[src/rtl/apb_slave_regfile_pkg.sv]
// Shared types and constants for the APB register-file slave: FSM states,
// register indices, the ID word and the transfer-error decode.
package apb_slave_pkg;

    typedef enum logic [1:0] {
        ST_IDLE  = 2'd0,
        ST_WAIT  = 2'd1,
        ST_READY = 2'd2
    } state_e;

    localparam logic [2:0]  REG_ID   = 3'd0;
    localparam logic [2:0]  REG_WCNT = 3'd7;
    localparam logic [31:0] ID_VALUE = 32'hA5B0_0001;

    // Out-of-window, misaligned, or a write aimed at one of the read-only words.
    function automatic logic xfer_err(input logic [31:0] addr,
                                      input logic        wr,
                                      input logic [26:0] base_hi);
        logic ro_target;
        ro_target = (addr[4:2] == REG_ID) || (addr[4:2] == REG_WCNT);
        return (addr[31:5] != base_hi) || (addr[1:0] != 2'b00) || (wr && ro_target);
    endfunction

endpackage

[src/rtl/apb_slave_regfile_if.sv]
// APB bus bundle between a bridge (master) and the register-file slave.
interface apb_slave_regfile_if;
    logic        Psel;
    logic        Penable;
    logic        Pwrite;
    logic [31:0] Paddr;
    logic [31:0] Pwdata;
    logic [31:0] Prdata;
    logic        Pready;
    logic        Pslverr;

    modport master (
        output Psel, Penable, Pwrite, Paddr, Pwdata,
        input  Prdata, Pready, Pslverr
    );

    modport slave (
        input  Psel, Penable, Pwrite, Paddr, Pwdata,
        output Prdata, Pready, Pslverr
    );
endinterface

[src/rtl/apb_slave_regfile_regbank.sv]
// Eight-word register bank: read-only ID, six R/W words and a wrapping
// count of successful writes, with a combinational read mux.
module apb_slave_regbank
    import apb_slave_pkg::*;
(
    input  logic        Hclk,
    input  logic        Hreset,
    input  logic        wr_en_i,
    input  logic [2:0]  wr_idx_i,
    input  logic [31:0] wr_data_i,
    input  logic [2:0]  rd_idx_i,
    output logic [31:0] rd_data_o
);

    logic [31:0] rw_q [1:6];
    logic [31:0] wcnt_q;
    logic        wr_ok_s;

    assign wr_ok_s = wr_en_i && (wr_idx_i != REG_ID) && (wr_idx_i != REG_WCNT);

    // Writable words and the successful-write counter, which wraps naturally.
    always_ff @(posedge Hclk or posedge Hreset) begin
        if (Hreset) begin
            for (int i = 1; i <= 6; i++) begin
                rw_q[i] <= 32'd0;
            end
            wcnt_q <= 32'd0;
        end else if (wr_ok_s) begin
            rw_q[wr_idx_i] <= wr_data_i;
            wcnt_q         <= wcnt_q + 32'd1;
        end
    end

    // Read mux over the full word index.
    always_comb begin
        rd_data_o = 32'd0;
        case (rd_idx_i)
            REG_ID:   rd_data_o = ID_VALUE;
            REG_WCNT: rd_data_o = wcnt_q;
            default:  rd_data_o = rw_q[rd_idx_i];
        endcase
    end

endmodule

[src/rtl/apb_slave_regfile.sv]
// APB slave with configurable wait states: transfer FSM, wait counter and
// registered bus outputs in front of the register bank.
module apb_slave_regfile
    import apb_slave_pkg::*;
#(
    parameter logic [31:0] BASE_ADDR   = 32'h8000_0000,
    parameter int unsigned WAIT_STATES = 1
) (
    input  logic                Hclk,
    input  logic                Hreset,
    apb_slave_regfile_if.slave  apb,
    output logic                proto_err
);

    localparam logic [2:0] WS_LOAD = 3'(WAIT_STATES);

    state_e      state_q;
    logic [2:0]  cnt_q;
    logic [31:0] addr_q;
    logic        write_q;
    logic        pready_q;
    logic        pslverr_q;
    logic [31:0] prdata_q;
    logic        proto_q;

    logic        setup_s;
    logic        access_s;
    logic [31:0] nxt_addr_s;
    logic        nxt_write_s;
    logic        err_s;
    logic        wr_en_s;
    logic [31:0] rd_data_s;
    logic [31:0] rd_val_s;

    assign setup_s  = apb.Psel & ~apb.Penable;
    assign access_s = apb.Psel &  apb.Penable;
    assign wr_en_s  = (state_q == ST_READY) & access_s & write_q & ~pslverr_q;

    // Entering READY from WAIT uses the latched transfer; from a setup phase, the live bus.
    always_comb begin
        nxt_addr_s  = apb.Paddr;
        nxt_write_s = apb.Pwrite;
        if (state_q == ST_WAIT) begin
            nxt_addr_s  = addr_q;
            nxt_write_s = write_q;
        end else begin
            nxt_addr_s  = apb.Paddr;
            nxt_write_s = apb.Pwrite;
        end
    end

    assign err_s = xfer_err(nxt_addr_s, nxt_write_s, BASE_ADDR[31:5]);

    // Read data presented in READY; zero for writes and failed reads.
    always_comb begin
        rd_val_s = 32'd0;
        if (nxt_write_s || err_s) begin
            rd_val_s = 32'd0;
        end else begin
            rd_val_s = rd_data_s;
        end
    end

    apb_slave_regbank u_bank (
        .Hclk      (Hclk),
        .Hreset    (Hreset),
        .wr_en_i   (wr_en_s),
        .wr_idx_i  (addr_q[4:2]),
        .wr_data_i (apb.Pwdata),
        .rd_idx_i  (nxt_addr_s[4:2]),
        .rd_data_o (rd_data_s)
    );

    // Transfer FSM; bus outputs default low and are only raised on entry to READY.
    always_ff @(posedge Hclk or posedge Hreset) begin
        if (Hreset) begin
            state_q   <= ST_IDLE;
            cnt_q     <= 3'd0;
            addr_q    <= 32'd0;
            write_q   <= 1'b0;
            pready_q  <= 1'b0;
            pslverr_q <= 1'b0;
            prdata_q  <= 32'd0;
            proto_q   <= 1'b0;
        end else begin
            pready_q  <= 1'b0;
            pslverr_q <= 1'b0;
            prdata_q  <= 32'd0;
            if (setup_s && (state_q != ST_WAIT)) begin
                addr_q  <= apb.Paddr;
                write_q <= apb.Pwrite;
                if (WS_LOAD == 3'd0) begin
                    state_q   <= ST_READY;
                    pready_q  <= 1'b1;
                    pslverr_q <= err_s;
                    prdata_q  <= rd_val_s;
                end else begin
                    state_q <= ST_WAIT;
                    cnt_q   <= WS_LOAD;
                end
            end else begin
                case (state_q)
                    ST_IDLE: begin
                        state_q <= ST_IDLE;
                        if (access_s) begin
                            proto_q <= 1'b1;
                        end
                    end
                    ST_WAIT: begin
                        if (!apb.Psel) begin
                            state_q <= ST_IDLE;
                            cnt_q   <= 3'd0;
                            proto_q <= 1'b1;
                        end else if (apb.Penable) begin
                            if (cnt_q <= 3'd1) begin
                                state_q   <= ST_READY;
                                cnt_q     <= 3'd0;
                                pready_q  <= 1'b1;
                                pslverr_q <= err_s;
                                prdata_q  <= rd_val_s;
                            end else begin
                                cnt_q <= cnt_q - 3'd1;
                            end
                        end
                    end
                    ST_READY: begin
                        // Reaching here with Psel high means Penable is high: completion.
                        state_q <= ST_IDLE;
                        if (!apb.Psel) begin
                            proto_q <= 1'b1;
                        end
                    end
                    default: begin
                        state_q <= ST_IDLE;
                        cnt_q   <= 3'd0;
                    end
                endcase
            end
        end
    end

    assign apb.Pready  = pready_q;
    assign apb.Pslverr = pslverr_q;
    assign apb.Prdata  = prdata_q;
    assign proto_err   = proto_q;

endmodule

[src/flat_wrapper.sv]
// flat-port wrapper written by rule: the top's interface ports become plain ports
module apb_slave_regfile_flat import apb_slave_pkg::*;
#(
    parameter logic [31:0] BASE_ADDR   = 32'h8000_0000,
    parameter int unsigned WAIT_STATES = 1
)
  (Hclk, Hreset, proto_err, apb_Psel, apb_Penable, apb_Pwrite, apb_Paddr, apb_Pwdata, apb_Prdata, apb_Pready, apb_Pslverr);
  apb_slave_regfile_if apb_i ();
  input  logic Hclk;
  input  logic Hreset;
  output logic proto_err;
  input wire logic [$bits(apb_i.Psel)-1:0] apb_Psel;
  input wire logic [$bits(apb_i.Penable)-1:0] apb_Penable;
  input wire logic [$bits(apb_i.Pwrite)-1:0] apb_Pwrite;
  input wire logic [$bits(apb_i.Paddr)-1:0] apb_Paddr;
  input wire logic [$bits(apb_i.Pwdata)-1:0] apb_Pwdata;
  output wire logic [$bits(apb_i.Prdata)-1:0] apb_Prdata;
  output wire logic [$bits(apb_i.Pready)-1:0] apb_Pready;
  output wire logic [$bits(apb_i.Pslverr)-1:0] apb_Pslverr;
  assign apb_i.Psel = apb_Psel;
  assign apb_i.Penable = apb_Penable;
  assign apb_i.Pwrite = apb_Pwrite;
  assign apb_i.Paddr = apb_Paddr;
  assign apb_i.Pwdata = apb_Pwdata;
  assign apb_Prdata = apb_i.Prdata;
  assign apb_Pready = apb_i.Pready;
  assign apb_Pslverr = apb_i.Pslverr;
  apb_slave_regfile #(.BASE_ADDR(BASE_ADDR), .WAIT_STATES(WAIT_STATES)) u_core (.Hclk(Hclk), .Hreset(Hreset), .apb(apb_i), .proto_err(proto_err));
endmodule
[config.mk]
export PLATFORM = sky130hd
export DESIGN_NAME = apb_slave_regfile_flat
export DESIGN_NICKNAME = d
export VERILOG_FILES = /design/src/rtl/apb_slave_regfile_pkg.sv /design/src/rtl/apb_slave_regfile_if.sv /design/src/rtl/apb_slave_regfile_regbank.sv /design/src/rtl/apb_slave_regfile.sv /design/src/flat_wrapper.sv
export SDC_FILE = /design/constraint.sdc
export NUM_CORES = 1
export LEC_CHECK = 0
export ABC_CLOCK_PERIOD_IN_PS = 7100
export CAP_MARGIN = 5
export CORE_MARGIN = 3
export CORE_UTILIZATION = 35
export CTS_CLUSTER_DIAMETER = 120
export DETAILED_ROUTE_END_ITERATION = 10
export GPL_ROUTABILITY_DRIVEN = 0
export PLACE_DENSITY = 0.64
export SLEW_MARGIN = 40
export SYNTH_ARGS = -nofsm -noshare
export SYNTH_HDL_FRONTEND = slang
export SYNTH_HIERARCHICAL = 1
export SYNTH_SLANG_ARGS = --single-unit
[constraint.sdc]
create_clock -name Hclk -period 7.1 [get_ports Hclk]
set_input_delay 1.065 -clock Hclk [delete_from_list [all_inputs] [get_ports Hclk]]
set_output_delay 1.065 -clock Hclk [all_outputs]
set_load 0.03 [all_outputs]
**Yosys cells after proc, flatten, opt, wreduce, memory -nomap -nowiden**

Index checks and enable logic that the tools add are counted.

- Bits in registers: 297
- Input port bits: 69
- Output and inout bits: 35
- Logic and storage cells: 99

- Add/sub/neg operators: 2
- Order comparisons: 4
- Equal/unequal tests: 11
- Multiplexer cells: 38
- Bitwise logic cells: 10
- Reductions and logical operators: 19

Operators with widths:

| operator | number |
|---|---|
| two-way mux 32 bit | 10 |
| bitwise mux 192 bit | 1 |
| binary-select mux 32 bit (select 3 bit) | 1 |
| demux 32 bit (select 3 bit) | 1 |
| case mux 32 bit (2 select lines) | 1 |
| adder 32 x 1 -> 32 bit, second input constant | 1 |
| != test 27 bit, second input constant | 1 |
| two-way mux 1 bit | 13 |
| two-way mux 3 bit | 4 |
| two-way mux 2 bit | 5 |
| greater-or-equal comparator 4 bit, second input constant | 2 |
| != test 4 bit, second input constant | 2 |
| NOT 3 -> 4 bit | 2 |
| != test 2 x 1 -> 1 bit, second input constant | 3 |
| case mux 3 bit (2 select lines) | 1 |
| bitwise AND 1 bit | 5 |
| logical AND 1 bit | 5 |
| logical OR 1 bit | 4 |
| less-than comparator 4 x 1 -> 1 bit, second input constant | 1 |
| AND reduction 2 bit | 2 |
| AND reduction 4 bit | 1 |
| nonzero test 2 bit | 2 |
| OR reduction 2 bit | 2 |
| equality test 3 bit, second input constant | 1 |
| other kinds (11) | 13 |

**Logic depth before layout (Yosys ltp)**

Gate-level depths: netlist of the first run.

- Depth in word-level cells: 13
- Depth in mapped cells: 11
- Mapped depth without buffers: 9

**By module**

Netlist of the first run, hierarchy kept.

Modules (own cells, without submodules):

| module | instances | cells an instance | area an instance (um2) | seq. area each (um2) |
|---|---|---|---|---|
| apb_slave_regbank | 1 | 816 | 10,337.4 | 5,605.4 |
| apb_slave_regfile | 1 | 222 | 3,178.0 | 1,826.8 |

**Worst setup path before layout of the first run**

Ideal clock, no wire load.

- Path type: input-to-reg
- Start point: in apb_Paddr[2]
- End point: reg u_core.prdata_q[20], in the netlist u_core/apb.Prdata[20]
- Library setup time: 0.120 ns
- Arrival: 2.587 ns
- Required time: 6.980 ns
- Setup slack: 4.393 ns
- Cell stages on the path: 8
- Path buffers: 3
- Cells stage by stage: mux2_2 > clkbuf_1 > clkbuf_1 > buf_2 > mux4_2 > nand2_1 > o21ai_0 > nor3b_2

- Word-level cells in the longest chain between the ends: 12
- Elaborated cells on any way between the ends: 18
- Those cells by class: 1 x eq/ne; 11 x mux; 1 x bitwise; 5 x reduce/logical

Ends and longest elaborated chain:

| what | line | RTL |
|---|---|---|
| start: declaration | flat_wrapper.sv:15 | `input wire logic [$bits(apb_i.Paddr)-1:0] apb_Paddr;` |
| two-way mux 32 bit * | apb_slave_regfile.sv:43 | `if (state_q == ST_WAIT) begin` |
| NOT 3 -> 4 bit (not written as such) | apb_slave_regfile_regbank.sv:40 | `default: rd_data_o = rw_q[rd_idx_i];` |
| binary-select mux 32 bit (select 3 bit) | apb_slave_regfile_regbank.sv:40 |  |
| two-way mux 32 bit (not written as such) (2 in series) | apb_slave_regfile_regbank.sv:40 |  |
| case mux 32 bit (2 select lines) * | apb_slave_regfile_regbank.sv:37 | `case (rd_idx_i)` |
| via u_core.rd_data_s[20] | apb_slave_regfile.sv:32 | `logic [31:0] rd_data_s;` |
| two-way mux 32 bit * | apb_slave_regfile.sv:57 | `if (nxt_write_s \|\| err_s) begin` |
| two-way mux 32 bit * | apb_slave_regfile.sv:115 | `if (cnt_q <= 3'd1) begin` |
| two-way mux 32 bit * | apb_slave_regfile.sv:114 | `end else if (apb.Penable) begin` |
| two-way mux 32 bit * | apb_slave_regfile.sv:110 | `if (!apb.Psel) begin` |
| two-way mux 32 bit * | apb_slave_regfile.sv:102 | `case (state_q)` |
| two-way mux 32 bit * | apb_slave_regfile.sv:89 | `if (setup_s && (state_q != ST_WAIT)) begin` |
| end signal: assignment | apb_slave_regfile.sv:96 | `prdata_q <= rd_val_s;` |
| end signal: assignment | apb_slave_regfile.sv:120 | `prdata_q <= rd_val_s;` |
| end: declaration | apb_slave_regfile.sv:23 | `logic [31:0] prdata_q;` |

Mark *: on every way through the listed nets, which the timed path passes. The rest lies on a longest branch. The select of a mux whose other input is x is not followed.
A chain may end at the register's enable or synchronous reset.

**Worst setup path in the final report of the first run**

- Start point: reg u_core.state_q[1]
- End point: reg u_core.prdata_q[6], in the netlist u_core/apb.Prdata[6]

- Word-level cells in the longest chain between the ends: 13
- Elaborated cells on any way between the ends: 25
- Those cells by class: 4 x eq/ne; 12 x mux; 1 x bitwise; 8 x reduce/logical

Ends and longest elaborated chain:

| what | line | RTL |
|---|---|---|
| start: declaration | apb_slave_regfile.sv:17 | `state_e state_q;` |
| start signal: assignment | apb_slave_regfile.sv:77 | `state_q <= ST_IDLE;` |
| start signal: assignment | apb_slave_regfile.sv:93 | `state_q <= ST_READY;` |
| start signal: assignment | apb_slave_regfile.sv:98 | `state_q <= ST_WAIT;` |
| equality test 2 x 1 -> 1 bit * | apb_slave_regfile.sv:43 |  |
| two-way mux 32 bit * | apb_slave_regfile.sv:43 |  |
| via u_core.nxt_addr_s[2] | apb_slave_regfile.sv:28 | `logic [31:0] nxt_addr_s;` |
| NOT 3 -> 4 bit (not written as such) | apb_slave_regfile_regbank.sv:40 |  |
| binary-select mux 32 bit (select 3 bit) | apb_slave_regfile_regbank.sv:40 |  |
| two-way mux 32 bit (not written as such) (2 in series) | apb_slave_regfile_regbank.sv:40 |  |
| case mux 32 bit (2 select lines) * | apb_slave_regfile_regbank.sv:37 |  |
| via u_core.rd_data_s[6] | apb_slave_regfile.sv:32 |  |
| two-way mux 32 bit * | apb_slave_regfile.sv:57 |  |
| two-way mux 32 bit * | apb_slave_regfile.sv:115 |  |
| two-way mux 32 bit * | apb_slave_regfile.sv:114 |  |
| two-way mux 32 bit * | apb_slave_regfile.sv:110 |  |
| two-way mux 32 bit * | apb_slave_regfile.sv:102 |  |
| two-way mux 32 bit * | apb_slave_regfile.sv:89 |  |

Marked as above.

==> flow_metrics.tcl, run 1 <==
set metrics [dict create \
    nets 1206 \
    syn_area_per_cell_um2 13.0 \
    synth-seq-cells 297 \
    routed_wl_um 33500 \
    wl_per_cell_um 20.1 \
    final.setup.worst_slack_ps 3490 \
    post-route-period-util_pct 50.9 \
    tightestPinTransition_ps 740 \
    place_inst 1605 \
    cp.arrival_ps 3970 \
    die_x_um 203 \
    drc 0 \
    yosys.area.top_type_share_pct 55.0 \
    synth_edf_count 0 \
    initial_core_util_pct 35.7 \
    syn_nets 1113 \
    min_path_type "reg2reg" \
    cts.sinks 297 \
    dp_slack_ps 2770 \
    p_leak_nw 7.33 \
    viasPerCell 5.25 \
    setup.worst_path.end_class "register" \
    clockBufferDepth 3 \
    fin_crit_ps 3610 \
    fp.coreArea_mm2 0.0378 \
    setup_viol 0 \
    clk_latency_ps 500 \
    core.rowCount 71 \
    ys.flop_type "dfrtp_1" \
    cts_resized 0 \
    nFillCells 3546 \
    area_growth_pct 20.7 \
    vias 8746 \
    design.die.area_mm2 0.0410 \
    ir_worst_vdd_mv 0.143 \
    pin_count 104 \
    maxCapViolations 0 \
    grt_pass1_vias 9171 \
    root_buffer "clkbuf_16" \
    grt_antenna_before_repair 0 \
    cts_tree "yes" \
    drive_above_1_share_pct 31.7 \
    crit_type "reg2reg" \
    stdcell_area_mm2 0.0163 \
    cts_made_buffers 34 \
    fin_skew_ps 11.0 \
    grt_overflow 0 \
    drt-initial-drc-count 506 \
    yosysUniqueCellTypes 56 \
    placed_area_mm2 0.0151 \
    fin_cells 1667 \
    synthTopCellsByArea "dfrtp_1 55%, mux2_2 19%, nor3b_2 2.8%, nand2_1 2.1%, o21ai_0 1.8%" \
    multi_input_area_mm2 0.00574 \
    grt_usage_pct 16.5 \
    fin_setup_tns_ps 0 \
    async_flop_share_pct 100 \
    grt_setup_unrepaired "false" \
    cts_hold_buf 0 \
    slew_headroom_pct 50.7 \
    cp-start-kind "register" \
    seqCellArea_mm2 0.00743 \
    syn_inst 1038 \
    grt_pass1_wl_um 53900 \
    status "complete, no violations" \
    crit_required_ps 7450 \
    ys_seq_area_share_pct 55.0 \
    postCtsSetupBuffers 0 \
    path_max_fanout 49 \
    timing.fmax_mhz 277 \
    ys_warn_count 6 \
    slew_violations 0 \
    p_per_area_mw_per_mm2 248 \
    cts-htree-levels 2 \
    ant_nets 0 \
    synth_top_cell_by_area "dfrtp_1" \
    syn-cell-area_mm2 0.0135 \
    dp_hpwl_um 20300 \
    clkTransAtPathRegs_ps 60 \
    grt_max_degree 94 \
    diodes 0 \
    yosysMostFrequentCell "dfrtp_1" \
    first_pass_iters 5 \
    die_h_um 203 \
    synthTopCellsByCount "297 x dfrtp_1, 233 x mux2_2, 74 x nand2_1" \
    port_buffers 103 \
    finalHoldViolCount 0 \
]
[through the flow]
| stage | total power, mW | hold slack (ps) | util (%) |
|---|---|---|---|
| 2_1_floorplan | 2.11 | 440 | - |
| 3_3_place_gp | 2.26 | 464 | 39.8 |
| 3_5_place_dp | 2.27 | 471 | 40.0 |
| 4_1_cts | 4.09 | 479 | 43.0 |
| 5_1_grt | 4.22 | 491 | 43.1 |
| 6_report | 4.04 | 484 | 43.1 |
[critical path, cell delays in order, from the launching register on]
cell,delay (ps)
dfrtp_1,370
inv_1,90
ha_1,620
mux2_2,700
buf_4,680
mux2_2,410
a221oi_1,280
o21ai_0,120
nor3b_2,160
[routing by layer]
| metal | global-route usage [%] | vias up | share of wire, % |
|---|---|---|---|
| met5 | 0 | - | 0 |
| met4 | 3.84 | 0 | 1.6 |
| met3 | 2.55 | 42 | 4.2 |
| met2 | 26.5 | 210 | 47 |
| met1 | 23.7 | 4535 | 47 |
| li1 | - | 3959 | - |
[state kept, by name, indices dropped and copies added, names as in the netlist]
name and count:
u_core/cnt_q 3, u_core/proto_err 1, u_core/apb.Pslverr 1, u_core/apb.Prdata 32
u_core/apb.Pready 1, u_core/state_q 2, u_core/u_bank/wcnt_q 32, u_core/write_q 1
u_core/u_bank/rw_q 192, u_core/addr_q 32
[layout by cell type, fill, tap and decap left out, types with 8 or more instances in the layout]
cell type,count
a22o_1,9
a211oi_1,15
nand4_1,11
o21ai_0,49
a221oi_1,16
clkdlybuf4s50_1,103
dfrtp_1,297
xnor2_1,24
clkbuf_1,10
buf_4,18
nor2_1,27
mux2i_1,18
mux4_2,8
nand3_1,16
inv_1,19
a221o_1,9
o211ai_1,10
nor4_1,13
nand2_1,74
mux2_2,232
clkbuf_16,37
nor3b_2,30
a22oi_1,15
[report_power, final]
group,internal (mW),switching [mW],total (mW)
combinational,0.190,0.234,0.425
sequential,1.77,0.0496,1.82
clock,1.12,0.678,1.80
[final timing paths]
kind / startpoint / cells after the start / end / slack [ps]
min reg2reg: u_core/u_bank/wcnt_q[31]$_DFFE_PP0P_ / 1 / u_core/u_bank/wcnt_q[31]$_DFFE_PP0P_ / 480
max in group asynchronous: Hreset / 4 / u_core/u_bank/rw_q[79]$_DFFE_PP0P_ / 4780
max: u_core/state_q[1]$_DFFE_PP0P_ / 8 / u_core/apb.Prdata[6]$_DFF_PP0_ / 3490
max reg2reg: u_core/state_q[1]$_DFFE_PP0P_ / 8 / u_core/apb.Prdata[6]$_DFF_PP0_ / 3490
min: u_core/u_bank/wcnt_q[31]$_DFFE_PP0P_ / 1 / u_core/u_bank/wcnt_q[31]$_DFFE_PP0P_ / 480
min in group asynchronous: Hreset / 2 / u_core/apb.Prdata[23]$_DFF_PP0_ / 980
[cells by family (layout without fill, tap and decap cells)]
family | count (synthesis) | after routing | synth area share [%]
adders and majority gates | 6 | 6 | 0.555
xor gates and xnor gates | 31 | 31 | 2.01
and+or+nand+nor | 218 | 218 | 10.2
DFF | 297 | 297 | 55.0
muxes | 260 | 260 | 22.2
buffers and inverters | 89 | 207 | 3.07
AOI/OAI and AO/OA | 137 | 137 | 7.03
[area by class of cell]
type                    count  share of cell area (%)
clock inverters             8                   0.721
repair buffers            125                    7.73
multi-input cells         652                    35.2
flip-flops and latches    297                    45.6
well taps                 511                    3.92
clock buffers              53                    6.41
inverters                  21                   0.514
Note: power is estimated with default switching activity, not from simulation.
==> inputs of run 2 (changes only) <==
--- a/config.mk
+++ b/config.mk
@@ -5,14 +5,14 @@
 export SDC_FILE = /design/constraint.sdc
 export NUM_CORES = 1
 export LEC_CHECK = 0
-export ABC_CLOCK_PERIOD_IN_PS = 7100
+export ABC_CLOCK_PERIOD_IN_PS = 3600
 export CAP_MARGIN = 5
 export CORE_MARGIN = 3
 export CORE_UTILIZATION = 35
 export CTS_CLUSTER_DIAMETER = 120
 export DETAILED_ROUTE_END_ITERATION = 10
 export GPL_ROUTABILITY_DRIVEN = 0
-export PLACE_DENSITY = 0.64
+export PLACE_DENSITY = 0.62
 export SLEW_MARGIN = 40
 export SYNTH_ARGS = -nofsm -noshare
 export SYNTH_HDL_FRONTEND = slang
==> constraint.sdc (replaced) <==
create_clock -name Hclk -period 3.6 [get_ports Hclk]
set_input_delay 0.54 -clock Hclk [delete_from_list [all_inputs] [get_ports Hclk]]
set_output_delay 0.54 -clock Hclk [all_outputs]
set_load 0.03 [all_outputs]
==> flow_metrics.tcl, run 2 (synthesis gave the netlist of run 1 again) <==
set metrics [dict create \
    mostFrequentLayoutCell "dfrtp_1" \
    crit_chain "inv_1 > ha_1 > mux2_2 > buf_12 > nor2b_2 > buf_4 > a221oi_1 > o21ai_0 > nor3b_2" \
    grt_pass1_vias 9250 \
    ir_worst_vdd_mv 0.387 \
    first_pass_iters 5 \
    cp-start-kind "register" \
    crit_start "u_core/state_q[1]$_DFFE_PP0P_" \
    nets 1218 \
    p_sw_share_pct 24.3 \
    grt_usage_pct 16.8 \
    die_h_um 203 \
    placed_area_mm2 0.0153 \
    clkTransAtPathRegs_ps 60 \
    postCtsSetupBuffers 0 \
    diodes 0 \
    drc 0 \
    dp_hpwl_um 21400 \
    grt_pass1_wl_um 55000 \
    die_x_um 203 \
    power_frac_clock_pct 41.8 \
    utilization_pct 43.2 \
    intPower_mw 5.79 \
    cts_hold_buf 0 \
    p_seq_share_pct 46.9 \
    slew_violations 0 \
    min_path_type "in2async" \
    clk_latency_ps 550 \
    crit_required_ps 4000 \
    r2r_end "u_core/apb.Prdata[6]$_DFF_PP0_" \
    worstSetupEndpoint "u_core/apb.Prdata[6]$_DFF_PP0_" \
    largest_reg_flops 192 \
    post-route-period-util_pct 73.1 \
    design.die.area_mm2 0.0410 \
    crit_type "reg2reg" \
    path_depth 9 \
    vias 8806 \
    root_buffer "clkbuf_16" \
    setup_viol 0 \
    area_growth_pct 20.8 \
    routed_wl_um 34200 \
    fin_setup_tns_ps 0 \
    final_cell_mix "297 x dfrtp_1, 233 x mux2_2, 103 x clkdlybuf4s50_1" \
    power_frac_comb_pct 11.3 \
    finalHoldViolCount 0 \
    crit_family "buffers and inverters" \
    p_per_area_mw_per_mm2 468 \
    drt-initial-drc-count 469 \
    wl_per_cell_um 20.4 \
    maxCapViolations 0 \
    drive_above_1_share_pct 32.2 \
    top_register "u_core/u_bank/rw_q" \
    crit_buf_inv 3 \
    cp.arrival_ps 3030 \
    status "complete, no violations" \
    crit_path_max_incr_delay_ps 420 \
    cts_made_buffers 31 \
    reg2regPathDepth 9 \
    cts-htree-levels 1 \
    grt_setup_unrepaired "false" \
    initial_core_util_pct 35.7 \
    grt_antenna_before_repair 1 \
    r2r_start "u_core/state_q[1]$_DFFE_PP0P_" \
    path_max_fanout 71 \
    p_leak_nw 7.35 \
    fin_hold_ws_ps 467 \
    p_sw_mw 1.85 \
    setup.worst_path.end_class "register" \
    slew_headroom_pct 52.3 \
    fin_skew_ps 7.30 \
    grt_overflow 0 \
    timing.fmax_mhz 380 \
    fp.coreArea_mm2 0.0378 \
    port_buffers 103 \
    pin_count 104 \
    cpMaxStageDelayCell "mux2_2" \
    grt_max_degree 72 \
    clockBufferDepth 3 \
    ant_nets 0 \
    cts.sinks 297 \
    stdcell_area_mm2 0.0163 \
    fin_crit_ps 2630 \
    cts_tree "yes" \
    cts_resized 0 \
    core.rowCount 71 \
    viasPerCell 5.25 \
    tightestPinTransition_ps 715 \
    reg2reg_setup_slack_ps 970 \
]
[run 2: power groups by stage]
stage	Clock (mW)	Combinational, mW	Sequential [mW]
floorplan	0	0.552	3.61
global placement	0	0.846	3.64
detailed placement	0	0.866	3.65
CTS	3.28	0.870	3.59
global route	3.43	0.946	3.61
finish	3.20	0.861	3.59
[run 2: cell type report]
cell class,instances,area [um2]
fillers,3556,21500
flip-flops and latches,297,7430
multi-input cells,652,5730
repair buffers,140,1420
clock buffers,49,933
well taps,511,639
clock inverters,8,96.3
inverters,21,85.1
[run 2: how the worst min path moves through the flow]
stage               slack [ps]                                  from                                    to
floorplan                  440  u_core/u_bank/wcnt_q[31]$_DFFE_PP0P_  u_core/u_bank/wcnt_q[31]$_DFFE_PP0P_
CTS                        440                                Hreset    u_core/u_bank/rw_q[58]$_DFFE_PP0P_
global placement           460   u_core/u_bank/rw_q[152]$_DFFE_PP0P_   u_core/u_bank/rw_q[152]$_DFFE_PP0P_
global route               500   u_core/u_bank/rw_q[152]$_DFFE_PP0P_   u_core/u_bank/rw_q[152]$_DFFE_PP0P_
detailed placement         470   u_core/u_bank/rw_q[152]$_DFFE_PP0P_   u_core/u_bank/rw_q[152]$_DFFE_PP0P_
finish                     470                                Hreset    u_core/u_bank/rw_q[58]$_DFFE_PP0P_
[run 2: worst register-to-register path: cells and delay by family, from the launching register on]
kind / cells / cell delay (ps)
flops: 1 / 380
simple gates: 2 / 400
buf+inv: 3 / 580
mux: 1 / 420
compound gates: 2 / 460
fa+ha+maj: 1 / 250
[run 2: through the flow]
stage / power [mW] / worst slack, ps / cells
detailed placement: 4.51 / 553 / 1621
floorplan: 4.16 / 136 / 1038
global placement: 4.49 / 571 / 1620
finish: 7.65 / 970 / 1678
global route: 7.98 / 827 / 1678
CTS: 7.74 / 819 / 1678
[run 2: per-layer routing]
| metal | GRT usage (%) | wire length (um) |
|---|---|---|
| met5 | 0 | 13 |
| met4 | 2.97 | 572 |
| met3 | 2.47 | 1400 |
| met2 | 26.7 | 15700 |
| met1 | 24.8 | 16600 |
